$ cat src/rtl/mt9v034_pkg.sv
// mt9v034_pkg: shared types and constants for the MT9V034 I2C target.
// States, device address and ACK/NACK bus levels.
package mt9v034_pkg;

  typedef enum logic [3:0] {
    ST_IDLE,
    ST_DEV_ADDR,
    ST_DEV_ACK,
    ST_REG_ADDR,
    ST_REG_ACK,
    ST_WR_MSB,
    ST_WR_MSB_ACK,
    ST_WR_LSB,
    ST_WR_LSB_ACK,
    ST_RD_MSB,
    ST_RD_LSB
  } i2c_state_e;

  localparam logic [6:0] MT9V034_I2C_ADDR = 7'h5C;

  localparam logic ACK  = 1'b0;
  localparam logic NACK = 1'b1;

endpackage

$ cat src/rtl/i2c_line_filter.sv
// i2c_line_filter: 2-FF synchronizer for one I2C line, plus an
// optional glitch filter enabled by I2C_GLITCH_FILTER_EN.
module i2c_line_filter #(
  parameter int FILTER_LEN = 4
) (
  input  logic clk,
  input  logic reset,
  input  logic line_in,
  output logic line_out
);

  logic [1:0] sync;

  // two-flop synchronizer; an idle I2C line sits high
  always_ff @(posedge clk or posedge reset) begin
    if (reset) begin
      sync <= 2'b11;
    end else begin
      sync <= {sync[0], line_in};
    end
  end

`ifdef I2C_GLITCH_FILTER_EN
  localparam bit FILT_ON = 1'b1;
`else
  localparam bit FILT_ON = 1'b0;
`endif

  // a length of 1 needs no counter: every sample is already stable
  if (FILT_ON && FILTER_LEN > 1) begin : g_filt
    localparam int CW = $clog2(FILTER_LEN);

    logic [CW-1:0] cnt;
    logic          lvl;

    // level follows the line only after FILTER_LEN equal samples
    always_ff @(posedge clk or posedge reset) begin
      if (reset) begin
        cnt <= '0;
        lvl <= 1'b1;
      end else if (sync[1] == lvl) begin
        cnt <= '0;
      end else if (cnt == CW'(FILTER_LEN - 1)) begin
        cnt <= '0;
        lvl <= sync[1];
      end else begin
        cnt <= cnt + CW'(1);
      end
    end

    assign line_out = lvl;
  end else begin : g_bypass
    assign line_out = sync[1];
  end

endmodule

$ cat src/rtl/mt9v034_i2c_target.sv
// mt9v034_i2c_target: I2C target mimicking the MT9V034 control bus.
// Optional input glitch filter: define I2C_GLITCH_FILTER_EN.
module mt9v034_i2c_target
  import mt9v034_pkg::*;
#(
  parameter logic [6:0] DEV_ADDR   = MT9V034_I2C_ADDR,
  parameter int         FILTER_LEN = 4
) (
  input  logic        clk,
  input  logic        reset,
  input  logic        scl_in,
  input  logic        sda_in,
  output logic        sda_oe,
  output logic [7:0]  reg_addr,
  output logic [15:0] reg_wdata,
  output logic        reg_we,
  output logic        reg_re,
  input  logic [15:0] reg_rdata,
  output logic        busy
);

  i2c_state_e state;

  logic       scl;
  logic       sda;
  logic       scl_q;
  logic       sda_q;
  logic       scl_rise;
  logic       scl_fall;
  logic       start_c;
  logic       stop_c;
  logic       rx_st;
  logic       byte_end;
  logic [3:0] bit_cnt;
  logic [6:0] shreg;
  logic [7:0] byte_in;
  logic [7:0] wmsb;
  logic [15:0] tx;
  logic       rw;
  logic       re_d;

  i2c_line_filter #(.FILTER_LEN(FILTER_LEN)) u_scl (
    .clk      (clk),
    .reset    (reset),
    .line_in  (scl_in),
    .line_out (scl)
  );

  i2c_line_filter #(.FILTER_LEN(FILTER_LEN)) u_sda (
    .clk      (clk),
    .reset    (reset),
    .line_in  (sda_in),
    .line_out (sda)
  );

  // previous line levels for edge and START/STOP detection
  always_ff @(posedge clk or posedge reset) begin
    if (reset) begin
      scl_q <= 1'b1;
      sda_q <= 1'b1;
    end else begin
      scl_q <= scl;
      sda_q <= sda;
    end
  end

  assign scl_rise = scl & ~scl_q;
  assign scl_fall = ~scl & scl_q;
  assign start_c  = scl & scl_q & sda_q & ~sda;
  assign stop_c   = scl & scl_q & ~sda_q & sda;
  assign byte_in  = {shreg, sda};
  assign rx_st    = state inside {ST_DEV_ADDR, ST_REG_ADDR,
                                  ST_WR_MSB, ST_WR_LSB};
  assign byte_end = rx_st & scl_rise & (bit_cnt == 4'd7);

  // protocol FSM; START/STOP win over bit handling
  always_ff @(posedge clk or posedge reset) begin
    if (reset) begin
      state     <= ST_IDLE;
      sda_oe    <= 1'b0;
      reg_addr  <= '0;
      reg_wdata <= '0;
      reg_we    <= 1'b0;
      reg_re    <= 1'b0;
      busy      <= 1'b0;
      bit_cnt   <= '0;
      shreg     <= '0;
      wmsb      <= '0;
      tx        <= '0;
      rw        <= 1'b0;
      re_d      <= 1'b0;
    end else begin
      reg_we <= 1'b0;
      reg_re <= 1'b0;
      re_d   <= reg_re;
      if (reg_we) reg_addr <= reg_addr + 8'd1;
      if (re_d) tx <= reg_rdata;

      if (stop_c) begin
        state   <= ST_IDLE;
        sda_oe  <= 1'b0;
        busy    <= 1'b0;
        bit_cnt <= '0;
      end else if (start_c) begin
        state   <= ST_DEV_ADDR;
        bit_cnt <= '0;
      end else begin
        if (rx_st) begin
          if (scl_fall) sda_oe <= 1'b0;
          if (scl_rise) begin
            shreg   <= byte_in[6:0];
            bit_cnt <= (bit_cnt == 4'd7) ? 4'd0 : bit_cnt + 4'd1;
          end
        end

        case (state)
          ST_DEV_ADDR: begin
            if (byte_end) begin
              if (byte_in[7:1] == DEV_ADDR) begin
                state  <= ST_DEV_ACK;
                busy   <= 1'b1;
                rw     <= byte_in[0];
                reg_re <= byte_in[0];
              end else begin
                state <= ST_IDLE;
                busy  <= 1'b0;
              end
            end
          end
          ST_REG_ADDR: begin
            if (byte_end) begin
              reg_addr <= byte_in;
              state    <= ST_REG_ACK;
            end
          end
          ST_WR_MSB: begin
            if (byte_end) begin
              wmsb  <= byte_in;
              state <= ST_WR_MSB_ACK;
            end
          end
          ST_WR_LSB: begin
            if (byte_end) begin
              reg_wdata <= {wmsb, byte_in};
              reg_we    <= 1'b1;
              state     <= ST_WR_LSB_ACK;
            end
          end
          ST_DEV_ACK, ST_REG_ACK,
          ST_WR_MSB_ACK, ST_WR_LSB_ACK: begin
            if (scl_fall) sda_oe <= ~ACK;
            if (scl_rise) begin
              bit_cnt <= '0;
              unique case (1'b1)
                state == ST_DEV_ACK:
                  state <= rw ? ST_RD_MSB : ST_REG_ADDR;
                state == ST_REG_ACK:    state <= ST_WR_MSB;
                state == ST_WR_MSB_ACK: state <= ST_WR_LSB;
                default:                state <= ST_WR_MSB;
              endcase
            end
          end
          ST_RD_MSB, ST_RD_LSB: begin
            if (scl_fall) begin
              if (bit_cnt < 4'd8) begin
                sda_oe <= ~tx[15];
                tx     <= {tx[14:0], 1'b0};
              end else begin
                sda_oe <= 1'b0;
              end
            end
            if (scl_rise) begin
              if (bit_cnt != 4'd8) begin
                bit_cnt <= bit_cnt + 4'd1;
                if (state == ST_RD_LSB && bit_cnt == 4'd7)
                  reg_addr <= reg_addr + 8'd1;
              end else begin
                bit_cnt <= '0;
                if (sda == NACK) begin
                  state <= ST_IDLE;
                  busy  <= 1'b0;
                end else if (state == ST_RD_MSB) begin
                  state <= ST_RD_LSB;
                end else begin
                  state  <= ST_RD_MSB;
                  reg_re <= 1'b1;
                end
              end
            end
          end
          default: ;
        endcase
      end
    end
  end

endmodule
$ cat config.mk
export PLATFORM = sky130hd
export DESIGN_NAME = mt9v034_i2c_target
export DESIGN_NICKNAME = d
export VERILOG_FILES = /design/src/rtl/mt9v034_pkg.sv /design/src/rtl/i2c_line_filter.sv /design/src/rtl/mt9v034_i2c_target.sv
export SDC_FILE = /design/constraint.sdc
export NUM_CORES = 1
export LEC_CHECK = 0
export CAP_MARGIN = 15
export CORE_ASPECT_RATIO = 0.8
export CORE_MARGIN = 2
export CORE_UTILIZATION = 49
export CTS_CLUSTER_SIZE = 12
export DETAILED_ROUTE_END_ITERATION = 8
export DONT_BUFFER_PORTS = 1
export PLACE_DENSITY_LB_ADDON = 0.05
export RECOVER_POWER = 100
export SLEW_MARGIN = 15
export SYNTH_ARGS = -nofsm -noshare
export SYNTH_HDL_FRONTEND = slang
export SYNTH_SLANG_ARGS = --single-unit
export TNS_END_PERCENT = 100
$ cat constraint.sdc
create_clock -name clk -period 3.55 [get_ports clk]
set_input_delay 0.355 -clock clk [delete_from_list [all_inputs] [get_ports clk]]
set_output_delay 0.355 -clock clk [all_outputs]
set_load 0.02 [all_outputs]
======== Yosys cells after proc, flatten, opt, wreduce, memory -nomap -nowiden ========
Cells that the tools add are included.
operators by class
  reductions and logical operators ........ 12
  div/mod/pow operators ................... 0
  eq/ne operators ......................... 25
  $mul .................................... 0
  bitwise gates (word level) .............. 16
  shift operators ......................... 0
  muxes and demuxes ....................... 67
  add/subtract/negate cells ............... 2
  magnitude comparators ................... 1
operators with widths
  operator                                             count
  2-to-1 mux 16 bit                                    6
  2-to-1 mux 4 bit                                     19
  2-to-1 mux 8 bit                                     7
  != test 4 bit, second input constant                 8
  2-to-1 mux 1 bit                                     26
  one-hot mux 4 bit (6 select lines)                   1
  equality test 4 x 3 -> 1 bit, second input constant  5
  one-hot mux 4 bit (2 select lines)                   2
  one-hot mux 8 bit (2 select lines)                   1
  equality test 4 bit, second input constant           3
  AND reduction 4 bit                                  3
  AND 1 bit                                            9
  != test 3 bit, second input constant                 3
  adder 8 x 1 -> 8 bit, second input constant          1
  equality test 4 x 2 -> 1 bit, second input constant  2
  AND reduction 8 bit                                  1
  nonzero test 8 bit                                   1
  equality test 7 bit, second input constant           1
  NOT 1 bit                                            7
  one-hot mux 1 bit (2 select lines)                   3
  AND reduction 6 bit                                  1
  AND reduction 5 bit                                  1
  adder 4 x 1 -> 4 bit, second input constant          1
  equality test 4 x 1 -> 1 bit, second input constant  1
  9 further kinds                                      10
word-level totals
  memory bits (read-only) ................. 0
  bits in latches ......................... 0
  flip-flop bits (word level) ............. 75
  output and inout bits ................... 28
  memories kept ........................... 0
  logic and storage cells ................. 140
  RAM bits ................................ 0

======== Logic depth before layout (Yosys ltp) ========
  depth in word-level cells ............... 8
  mapped depth ............................ 8
  gate-level depth less buffers ........... 8

======== By module ========
Synthesis repeated with hierarchy kept, for this count alone.
unflattened totals
  cells, all modules ...................... 343
  area total of the unflattened synthesis .. 3779.9 um^2
modules (own cells, without submodules)
  module              area each (um^2)  times used  cells each
  mt9v034_i2c_target  3667.3            1           337
  i2c_line_filter     56.3              2           3

======== Worst setup path after synthesis ========
No wires, ideal clock.
  kind .................................... reg2reg
  from .................................... reg u_scl.sync[1]
  to ...................................... reg reg_wdata[1]
  arrival time ............................ 1.831 ns
  slack ................................... 1.594 ns
  stages on the path, launching flop included .. 7
  clock period less this slack ............ 1.956 ns
  cells stage by stage .................... dfstp_2 -> buf_2 -> and2b_1 -> nand2_4 -> nor3_4 -> buf_6 -> mux2_2
on the way
  longest elaborated chain between the ends .. 5
ends and longest elaborated chain
  element                                    RTL line                                            text
  start, declared                            i2c_line_filter.sv:12                               logic [1:0] sync;
  start signal, assigned                     i2c_line_filter.sv:19                               sync <= {sync[0], line_in};
  AND 1 bit                                  mt9v034_i2c_target.sv:69, mt9v034_i2c_target.sv:70
  AND 1 bit (on tied branches) (2 in a row)  mt9v034_i2c_target.sv:70, mt9v034_i2c_target.sv:69
  NOT 1 bit (no source line)                 --
  AND reduction 4 bit (no source line) *     --
  end signal, assigned                       mt9v034_i2c_target.sv:144                           reg_wdata <= {wmsb, byte_in};
  end, declared                              mt9v034_i2c_target.sv:15                            output logic [15:0] reg_wdata,
Mark *: on every way between the ends. The rest lies on a longest branch, timed or not.
A chain may end at the register's enable or synchronous reset.

======== Worst setup path after layout ========
  from .................................... reg u_scl.sync[1]
  to ...................................... reg wmsb[1]
on the way
  longest elaborated chain between the ends .. 5
ends and longest elaborated chain
  element                                    RTL line                                            text
  AND 1 bit                                  mt9v034_i2c_target.sv:69, mt9v034_i2c_target.sv:70
  AND 1 bit (on tied branches) (2 in a row)  mt9v034_i2c_target.sv:70, mt9v034_i2c_target.sv:69
  NOT 1 bit (no source line)                 --
  AND reduction 4 bit (no source line) *     --
  end signal, assigned                       mt9v034_i2c_target.sv:138                           wmsb <= byte_in;
  end, declared                              mt9v034_i2c_target.sv:37                            logic [7:0] wmsb;
Marked as above.

==> impl_metrics.env <==
export IMPL_synth_common_cells="dfrtp_1, nand2_1, nor2_1, a21oi_1, mux2_2"
export IMPL_ys_ff_latch=75
export IMPL_dp_hpwl_um=6260
export IMPL_avgRoutedWirePerCell_um=17.8
export IMPL_clk_latency_ns=0.35
export IMPL_async_flop_share_pct=100
export IMPL_reg2reg_to="wmsb[1]"
export IMPL_crit_reg2reg_launch="u_scl.sync[1]"
export IMPL_cts_tree="done"
export IMPL_numCtsBuffers=9
export IMPL_finalWirelength_um=9060
export IMPL_post_cts_buffers=0
export IMPL_setup_violations=0
export IMPL_die_h_um=85.1
export IMPL_p_leak_uw=0.00178
export IMPL_status="finished, violations left"
export IMPL_antenna_cells=0
export IMPL_rsz0062_at_grt="no"
export IMPL_finalSetupTns_ns=0
export IMPL_synth_most_common_cell="dfrtp_1"
export IMPL_synthDistinctLibCells=61
export IMPL_ys_seq_area_share_pct=46.8
export IMPL_firstDrtPassIters=4
export IMPL_report_final_slew_viol_count=30
export IMPL_post_route_period_util_pct=81.0
export IMPL_endpoint_kind="register"
export IMPL_portBuffers=0
export IMPL_slew_limit_headroom_pct=-4.33
export IMPL_grt_overflow_total=0
export IMPL_layout_drive_gt1_share_pct=14.2
export IMPL_ctsResizeCount=0
export IMPL_syn_to_final_growth_pct=5.75
export IMPL_ys_flop_type="dfrtp_1"
export IMPL_instances_no_fill=508
export IMPL_critPathMaxFanout=15
export IMPL_dieArea_sq_um=8960
export IMPL_drtIter0Drc=205
export IMPL_clock_skew_ns=0.00997
export IMPL_power_density_nw_per_um2=624
export IMPL_power_uw=2660
export IMPL_synth_edf_count=0
export IMPL_failed_checks="max-capacitance violations, max-slew violations"
export IMPL_vias_per_cell=5.86
export IMPL_die_w_um=105
export IMPL_route_detailed_drc=0
export IMPL_cts_sinks=75
export IMPL_whs_ns=0.222
export IMPL_grt_max_degree=46
export IMPL_drtAntennaViolNets=0
export IMPL_fmax_mhz=348
export IMPL_min_period_ns=2.88
export IMPL_place_gp_congestion=0.909
export IMPL_avgSynthCellArea_sq_um=9.98
export IMPL_vias=2976
export IMPL_yosys_area_top_type_share_pct=42.9
export IMPL_utilization_pct=53.6
export IMPL_dpl_cell_count=489
export IMPL_grt_util_all_layers_pct=21.8
export IMPL_rows=29
export IMPL_irDropWorstVdd_v=0.000257
export IMPL_multiInputGateArea_sq_um=1900
export IMPL_core_area_sq_um=7950
export IMPL_worstSetupPathType="register to register"
export IMPL_nFillCells=721
export IMPL_fin_nets=418
export IMPL_syn_nets=426
export IMPL_whs_path_depth=2
export IMPL_worst_pin_slew_ns=1.56
export IMPL_ctsHoldBuffers=3
export IMPL_synth_area_leader_cell="dfrtp_1"
export IMPL_cp_arrival_ns=3.11
export IMPL_grt_first_pass_wirelength_um=15300
export IMPL_min_to="tx[0]"
export IMPL_synthTopCellsByArea="dfrtp_1, mux2_2, mux2i_1"
export IMPL_clk_pin_slew_ns=0.08
export IMPL_min_delay_start="reg_rdata[0]"
export IMPL_r2r_cells=4
export IMPL_min_path_type="primary input to register"
export IMPL_postSynthCellCount=403
export IMPL_cts_max_level=3
export IMPL_hold_viol=0
export IMPL_clockBufferDepth=2
export IMPL_grt_pass1_vias=2874
export IMPL_antenna_found_initial=0
export IMPL_yosys_warnings=0
export IMPL_cap_violations=1
export IMPL_start_util_pct=50.6
export IMPL_root_buffer="clkbuf_8"
export IMPL_required_ns=3.78
export IMPL_worst_setup_path_start_kind="register"
export IMPL_r2r_slack_ns=0.67
export IMPL_synth_area_sq_um=4020
export IMPL_seq_area_sq_um=1880
export IMPL_pin_count=48
how the worst max path moves through the flow:
stage,from,to,slack (ns),cells past startpoint
after global placement,bit_cnt[1],reg_wdata[11],1.02,5
after CTS,bit_cnt[1],reg_wdata[9],0.99,5
final,u_scl.sync[1],wmsb[1],0.67,4
after global routing,u_scl.sync[1],wmsb[1],0.50,4
after detailed placement,bit_cnt[1],reg_wdata[4],1.0,5
after floorplan,reset,bit_cnt[0],1.29,1
per-stage QoR:
step                setup WS [ns]  cell area [sq um]
floorplan                    1.29               4020
global placement             1.02               4040
detailed placement          0.998               4040
CTS                         0.991               4300
global route                0.496               4260
finish                      0.674               4260
area by class of cell:
class                           count  area share [%]
Timing Repair Buffer                7            1.23
Sequential cell                    75            44.3
Clock buffer                       10            3.23
Inverter                           12            1.12
Clock inverter                      6            2.23
Tap cell                          108            3.18
Multi-Input combinational cell    290            44.7
placed cells by master (no fill, tap or decap), drive strengths merged, types with 3 or more instances in the layout:
master,instances
a22oi,3
a311oi,4
a211oi,3
o211ai,5
nor2,39
dfstp,6
mux2,24
inv,14
nor3,8
nor2b,5
o21ai,20
a31oi,5
ha,3
o31ai,3
nand4,6
nand3,10
xnor2,4
xor2,9
and3,4
nand2,52
clkbuf,12
o221ai,6
a21oi,24
dlygate4sd3,3
nand2b,7
mux2i,21
dfrtp,69
power by group:
group / internal (uW) / total (uW) / switching [uW] / leakage [uW]
Sequential: 961 / 1170 / 207 / 0.000933
Combinational: 284 / 725 / 442 / 0.000734
Clock: 423 / 763 / 340 / 0.000117
Total: 1670 / 2660 / 989 / 0.00178
kinds of logic (layout without fill, tap and decap cells):
| family | count (synthesis) | count (layout) | share of synthesized area, % |
|---|---|---|---|
| simple gates | 142 | 142 | 17.6 |
| compound gates | 87 | 87 | 15.0 |
| flops | 75 | 75 | 46.8 |
| mux | 45 | 45 | 11.9 |
| buf+inv | 38 | 35 | 4.85 |
| xor+xnor | 13 | 13 | 2.83 |
| fa+ha+maj | 3 | 3 | 0.933 |
state kept, by name (all words and copies together) (netlist names), 2 cells and up:
signal / flops
reg_wdata: 16
tx: 16
reg_addr: 8
wmsb: 8
shreg: 7
bit_cnt: 4
state: 4
u_scl.sync: 2
u_sda.sync: 2
metal layers:
layer | vias to the layer above | wire (um) | part of all wire (%) | track usage (%)
li1 | 1426 | - | - | -
met1 | 1448 | 4400 | 49 | 31.0
met2 | 98 | 3980 | 44 | 31.4
met3 | 4 | 636 | 7.0 | 7.99
met4 | 0 | 40 | 0.44 | 5.82
met5 | - | 0 | 0 | 0
worst max-delay path, cell delays in order, from the launching register on:
cell,delay (ns)
dfstp_1,0.71
and2b_1,0.50
nand2_1,0.21
nor4_2,0.91
mux2_2,0.42
Power figures use the tool's default switching activity.
